**src/rtl/riscv32ima_pkg.sv**
```systemverilog
// Shared definitions for the RV32IMA writeback stage.
//   LOAD_* : funct3 encodings of the integer load instructions.
//   wb_state_t : writeback FSM states.
//   DEF_REG_* : default GPR index / data widths.
package riscv32ima_pkg;

  localparam int DEF_REG_ADDR_WIDTH = 5;
  localparam int DEF_REG_DATA_WIDTH = 32;

  localparam logic [2:0] LOAD_LB  = 3'd0;
  localparam logic [2:0] LOAD_LH  = 3'd1;
  localparam logic [2:0] LOAD_LW  = 3'd2;
  localparam logic [2:0] LOAD_LBU = 3'd4;
  localparam logic [2:0] LOAD_LHU = 3'd5;

  typedef enum logic {
    IDLE     = 1'b0,
    WAIT_MEM = 1'b1
  } wb_state_t;

endpackage

```
**src/rtl/riscv32ima_load_align.sv**
```systemverilog
// Combinational load formatter and legality checker.
// Ports:
//   funct3_i     load size/sign encoding
//   addr_lo_i    byte offset of the load address within the word
//   word_i       word-aligned read data
//   value_o      extracted, sign/zero-extended load value
//   misaligned_o halfword on odd offset, or word on nonzero offset
//   illegal_o    funct3 is not a defined load (3, 6, 7)
module riscv32ima_load_align
  import riscv32ima_pkg::*;
#(
  parameter int REG_DATA_WIDTH = DEF_REG_DATA_WIDTH
) (
  input  logic [2:0]                funct3_i,
  input  logic [1:0]                addr_lo_i,
  input  logic [REG_DATA_WIDTH-1:0] word_i,
  output logic [REG_DATA_WIDTH-1:0] value_o,
  output logic                      misaligned_o,
  output logic                      illegal_o
);

  logic [7:0]  byte_s;
  logic [15:0] half_s;

  assign byte_s = word_i[{addr_lo_i, 3'b000} +: 8];
  assign half_s = word_i[{addr_lo_i[1], 4'b0000} +: 16];

  always_comb begin
    value_o = word_i;
    case (funct3_i)
      LOAD_LB:  value_o = {{(REG_DATA_WIDTH-8){byte_s[7]}}, byte_s};
      LOAD_LH:  value_o = {{(REG_DATA_WIDTH-16){half_s[15]}}, half_s};
      LOAD_LBU: value_o = {{(REG_DATA_WIDTH-8){1'b0}}, byte_s};
      LOAD_LHU: value_o = {{(REG_DATA_WIDTH-16){1'b0}}, half_s};
      default:  value_o = word_i;
    endcase
  end

  assign misaligned_o = (((funct3_i == LOAD_LH) || (funct3_i == LOAD_LHU)) && addr_lo_i[0])
                      || ((funct3_i == LOAD_LW) && (addr_lo_i != 2'b00));

  assign illegal_o = (funct3_i == 3'd3) || (funct3_i == 3'd6) || (funct3_i == 3'd7);

endmodule

```
**src/rtl/riscv32ima_wback.sv**
```systemverilog
// Writeback stage: sole driver of the GPR write port.
// Takes retiring ops from EX/MEM, formats load data from the memory
// response, and issues one registered GPR write per op.
// Ports:
//   clk, rst                          clock, synchronous active-high reset
//   ex_valid/ex_ready                 op handshake from EX/MEM
//   ex_is_load, ex_wen, ex_rd,
//   ex_funct3, ex_addr_lo, ex_result  op description
//   mem_rsp_valid/data/err            data memory response
//   wback_reg_wen/addr/data           registered GPR write (also the bypass source)
//   load_pending, pending_rd          outstanding load info for decode stalls
//   load_fault                        one-cycle fault pulse
module riscv32ima_wback
  import riscv32ima_pkg::*;
#(
  parameter int REG_ADDR_WIDTH = DEF_REG_ADDR_WIDTH,
  parameter int REG_DATA_WIDTH = DEF_REG_DATA_WIDTH
) (
  input  logic                      clk,
  input  logic                      rst,
  input  logic                      ex_valid,
  output logic                      ex_ready,
  input  logic                      ex_is_load,
  input  logic                      ex_wen,
  input  logic [REG_ADDR_WIDTH-1:0] ex_rd,
  input  logic [2:0]                ex_funct3,
  input  logic [1:0]                ex_addr_lo,
  input  logic [REG_DATA_WIDTH-1:0] ex_result,
  input  logic                      mem_rsp_valid,
  input  logic [REG_DATA_WIDTH-1:0] mem_rsp_data,
  input  logic                      mem_rsp_err,
  output logic                      wback_reg_wen,
  output logic [REG_ADDR_WIDTH-1:0] wback_reg_addr,
  output logic [REG_DATA_WIDTH-1:0] wback_reg_data,
  output logic                      load_pending,
  output logic [REG_ADDR_WIDTH-1:0] pending_rd,
  output logic                      load_fault
);

  wb_state_t                 state_q, state_d;
  logic                      wen_q, wen_d;
  logic [REG_ADDR_WIDTH-1:0] addr_q, addr_d;
  logic [REG_DATA_WIDTH-1:0] data_q, data_d;
  logic                      fault_q, fault_d;
  logic [REG_ADDR_WIDTH-1:0] ld_rd_q, ld_rd_d;
  logic [2:0]                ld_f3_q, ld_f3_d;
  logic [1:0]                ld_lo_q, ld_lo_d;
  logic                      ld_wen_q, ld_wen_d;

  logic                      accept;
  logic [2:0]                al_f3;
  logic [1:0]                al_lo;
  logic [REG_DATA_WIDTH-1:0] al_value;
  logic                      al_misaligned;
  logic                      al_illegal;

  assign ex_ready = (state_q == IDLE) && !rst;
  assign accept   = ex_valid && ex_ready;

  // One formatter serves both phases: in IDLE it checks the incoming load's
  // legality, in WAIT_MEM it formats the response using the latched fields.
  assign al_f3 = (state_q == IDLE) ? ex_funct3  : ld_f3_q;
  assign al_lo = (state_q == IDLE) ? ex_addr_lo : ld_lo_q;

  riscv32ima_load_align #(
    .REG_DATA_WIDTH(REG_DATA_WIDTH)
  ) u_align (
    .funct3_i    (al_f3),
    .addr_lo_i   (al_lo),
    .word_i      (mem_rsp_data),
    .value_o     (al_value),
    .misaligned_o(al_misaligned),
    .illegal_o   (al_illegal)
  );

  always_comb begin
    state_d  = state_q;
    wen_d    = 1'b0;
    addr_d   = addr_q;
    data_d   = data_q;
    fault_d  = 1'b0;
    ld_rd_d  = ld_rd_q;
    ld_f3_d  = ld_f3_q;
    ld_lo_d  = ld_lo_q;
    ld_wen_d = ld_wen_q;
    case (state_q)
      IDLE: begin
        if (accept) begin
          if (!ex_is_load) begin
            // Address/data only move on a real write so the bypass view holds.
            if (ex_wen && (ex_rd != '0)) begin
              wen_d  = 1'b1;
              addr_d = ex_rd;
              data_d = ex_result;
            end
          end else if (al_misaligned || al_illegal) begin
            fault_d = 1'b1;
          end else begin
            state_d  = WAIT_MEM;
            ld_rd_d  = ex_rd;
            ld_f3_d  = ex_funct3;
            ld_lo_d  = ex_addr_lo;
            ld_wen_d = ex_wen;
          end
        end
      end
      WAIT_MEM: begin
        if (mem_rsp_valid) begin
          state_d = IDLE;
          if (mem_rsp_err) begin
            fault_d = 1'b1;
          end else if (ld_wen_q && (ld_rd_q != '0)) begin
            wen_d  = 1'b1;
            addr_d = ld_rd_q;
            data_d = al_value;
          end
        end
      end
      default: state_d = IDLE;
    endcase
  end

  always_ff @(posedge clk) begin
    if (rst) begin
      state_q  <= IDLE;
      wen_q    <= 1'b0;
      addr_q   <= '0;
      data_q   <= '0;
      fault_q  <= 1'b0;
      ld_rd_q  <= '0;
      ld_f3_q  <= 3'd0;
      ld_lo_q  <= 2'd0;
      ld_wen_q <= 1'b0;
    end else begin
      state_q  <= state_d;
      wen_q    <= wen_d;
      addr_q   <= addr_d;
      data_q   <= data_d;
      fault_q  <= fault_d;
      ld_rd_q  <= ld_rd_d;
      ld_f3_q  <= ld_f3_d;
      ld_lo_q  <= ld_lo_d;
      ld_wen_q <= ld_wen_d;
    end
  end

  assign wback_reg_wen  = wen_q;
  assign wback_reg_addr = addr_q;
  assign wback_reg_data = data_q;
  assign load_fault     = fault_q;
  assign load_pending   = (state_q == WAIT_MEM);
  assign pending_rd     = ld_rd_q;

endmodule

```
**config.mk**
```make
export PLATFORM = sky130hd
export DESIGN_NAME = riscv32ima_wback
export DESIGN_NICKNAME = d
export VERILOG_FILES = /design/src/rtl/riscv32ima_pkg.sv /design/src/rtl/riscv32ima_load_align.sv /design/src/rtl/riscv32ima_wback.sv
export SDC_FILE = /design/constraint.sdc
export NUM_CORES = 1
export LEC_CHECK = 0
export CAP_MARGIN = 10
export CORE_MARGIN = 3
export CORE_UTILIZATION = 42
export CTS_BUF_LIST = sky130_fd_sc_hd__clkbuf_16
export CTS_CLUSTER_DIAMETER = 150
export DETAILED_ROUTE_END_ITERATION = 16
export PLACE_DENSITY = 0.81
export SETUP_SLACK_MARGIN = 0.3
export SLEW_MARGIN = 0
export SYNTH_ARGS = -nofsm -noshare
export SYNTH_HDL_FRONTEND = slang
export SYNTH_SLANG_ARGS = --single-unit
```
**constraint.sdc**
```tcl
create_clock -name clk -period 2.9 [get_ports clk]
set_clock_uncertainty 0.2 [all_clocks]
set_input_delay 0.58 -clock clk [delete_from_list [all_inputs] [get_ports clk]]
set_output_delay 0.58 -clock clk [all_outputs]
set_load 0.03 [all_outputs]
```
==> run_results.csv <==
group,metric,value,unit
global_routing,track_usage,23.2,%
clock_network,cts_made_buffers,5,
timing,finalHoldViolations,0,
global_routing,grt_pass1_wl,14300,um
layout,syn_to_final_growth,54.0,%
outcome,status,"completed",
detailed_routing,wl_per_cell,18.2,um
layout,drive_gt1_share,8.35,%
critical_path,critPathKind,"in2reg",
die,die_area,7760,um^2
layout,diodes,0,
synth,syn_nets,403,
layout,multi_input_area,1660,um^2
detailed_routing,vias_per_cell,5.99,
job,drv_cap,0,
place,place_inst,511,
timing,final.min_clock_period,2.73,ns
die,die-width,88.1,um
detailed_routing,routed_wl,9480,um
place,gp_congestion,0.842,
critical_path,worst-path-max-fanout,17,
global_routing,antenna_found_initial,0,
synth,synth_area_leader_cell,"dfxtp_1",
synth,async_flop_share,0,%
synth,syn_area,2830,um^2
pwr,powerDensity,392,nW/um^2
detailed_routing,drtIter0Drc,217,
critical_path,worstSetupStartpointType,"input port",
layout,final-seq-area,1020,um^2
critical_path,crit_slowest_cell,"a2111oi_1",
timing,rsz0062_at_grt,"true",
detailed_routing,num_vias,3115,
timing,setup_violations,0,
synth,ys_ff_latch,51,
die,coreArea,6460,um^2
detailed_routing,antenna_violating_nets_post_route,0,
layout,num-nets-final,523,
pwr,p_leak,1.54,nW
clock_network,htreeDepth,2,
synth,synth.most_common_cell,"dfxtp_1",
synth,synth_area_leaders,"dfxtp_1 (36%), mux2i_1 (9.2%), nor2_1 (5.0%)",
synth,syn_inst,322,
clock_network,clockRootBuffer,"clkbuf_16",
global_routing,grt_max_degree,32,
clock_network,path_clk_slew,0.08,ns
clock_network,cts.sinks,51,
global_routing,gr-total-overflow,0,
synth,ys_top_cells_by_count,"dfxtp_1 (51), nor2_1 (38), nand2_1 (32)",
synth,synthFlopType,"dfxtp_1",
timing,worst_pin_slew,0.531,ns
clock_network,cts_tree,"built",
critical_path,crit_arrival,2.69,ns
die,rows,29,
synth,ys_types,48,
clock_network,clk_latency,0.29,ns
synth,ys_seq_area_share,36.1,%
detailed_routing,drcViolationCount,0,
pwr,ir_worst_vdd,0.000249,V
place,numPortBuffers,126,
layout,fin_cells,520,
min_path,hold_path.class,"reg2reg",
timing,max_freq,366,MHz
critical_path,path_cells,"clkdlybuf4s50_1 > nor2b_1 > a32oi_1 > o221a_2 > a2111oi_1 > o31ai_1",
critical_path,crit_path_end_kind,"flop",
global_routing,grt_pass1_vias,2933,
critical_path,critPathMaxStageDelay,0.57,ns
synth,avgSynthCellArea,8.79,um^2
synth,synth_warnings,0,
die,initial_core_util,43.8,%
timing,period_share,94.2,%
timing,finalMaxSlewViolations,0,
critical_path,cp_data_required_time,2.86,ns
layout,n_fill_cell,512,
clock_network,clockBufferDepth,2,
die,fp.dieH,88.1,um
timing,slew_headroom,64.5,%
die,pin_count,127,
synth,synth_edf_count,0,
detailed_routing,first_pass_iters,5,
timing,tns,0,ns
critical_path,critPathTopFamily,"compound AO/OA/AOI/OAI gates",
critical_path,path_buf_inv,1,
synth,synth_top_area_share,36.1,%
place,dp_hpwl,7150,um
-- cells by family after synthesis --
| group | count (synthesis) | synth area share [%] |
|---|---|---|
| and+or+nand+nor | 106 | 17.7 |
| AOI/OAI and AO/OA | 105 | 30.0 |
| DFF | 51 | 36.1 |
| buffers and inverters | 33 | 6.19 |
| muxes | 27 | 9.99 |
-- power by group --
part           switching, mW  total (mW)  internal [mW]
registers             0.0166       0.733          0.717
logic                  0.174       0.366          0.192
clock network          0.278       0.607          0.329
-- routing by layer --
layer | up-vias | part of all wire, % | GRT usage (%)
li1 | 1482 | - | -
met1 | 1467 | 43 | 32.7
met2 | 154 | 47 | 37.1
met3 | 12 | 8.3 | 3.95
met4 | 0 | 1.4 | 5.91
met5 | - | 0 | 0
-- what timing repair did --
action                     CTS  global route
hold buffers                 0             0
resized for setup            1             7
pin swaps                    0             1
setup endpoints to repair    2            32
buffers inserted             0             1
-- metrics by stage --
step | utilization [%] | hold slack, ns | power (mW) | instance area (um^2) | setup WS (ns)
finish | 67.5 | 0.261 | 1.71 | 4360 | 0.168
detailed placement | 64.4 | 0.241 | 1.11 | 4160 | 0.0132
floorplan | - | 0.261 | 0.912 | 2830 | 0.474
CTS | 66.8 | 0.257 | 1.71 | 4310 | 0.304
global route | 67.5 | 0.276 | 1.77 | 4360 | 0.135
global placement | 64.4 | 0.235 | 1.10 | 4160 | 0.00931
-- area by class of cell --
cell class | instances | share of cell area, %
flip-flops and latches | 51 | 23.5
well taps | 77 | 2.21
clock buffers | 5 | 2.87
inverters | 6 | 0.517
repair buffers | 140 | 32.2
multi-input cells | 238 | 38.1
clock inverters | 3 | 0.631
-- tightest hold or removal path: stages, from the launching register on --
cell	delay, ns
dfxtp_1	0.33
nand2_1	0.05
o31ai_1	0.05
-- layout by cell type (no fill, tap or decap), types with 9 or more instances in the layout --
cell type / count
nand2_1: 32
o21ai_0: 9
clkdlybuf4s50_1: 124
a2111oi_0: 10
nand3_1: 13
o22ai_1: 9
nor2_1: 38
o31ai_1: 18
a221o_1: 9
mux2i_1: 26
dfxtp_1: 50
buf_4: 12
-- path summary, 6_finish.rpt --
path | slack, ns | depth (start not counted) | startpoint | endpoint
worst max-delay path | 0.17 | 6 | ex_addr_lo[1] | wback_reg_data[24]
worst min-delay path | 0.26 | 2 | wback_reg_data[31] | wback_reg_data[31]
worst max register to register | 0.53 | 6 | load_pending | wback_reg_data[24]
worst min register to register | 0.26 | 2 | wback_reg_data[31] | wback_reg_data[31]
-- flip-flops by register name, indices dropped and copies added (netlist names) --
signal and cells:
wback_reg_data 32, pending_rd 5, wback_reg_addr 5, ld_f3_q 3
ld_lo_q 2, ld_wen_q 1, load_fault 1, load_pending 1
wback_reg_wen 1
Power figures use the tool's default switching activity.
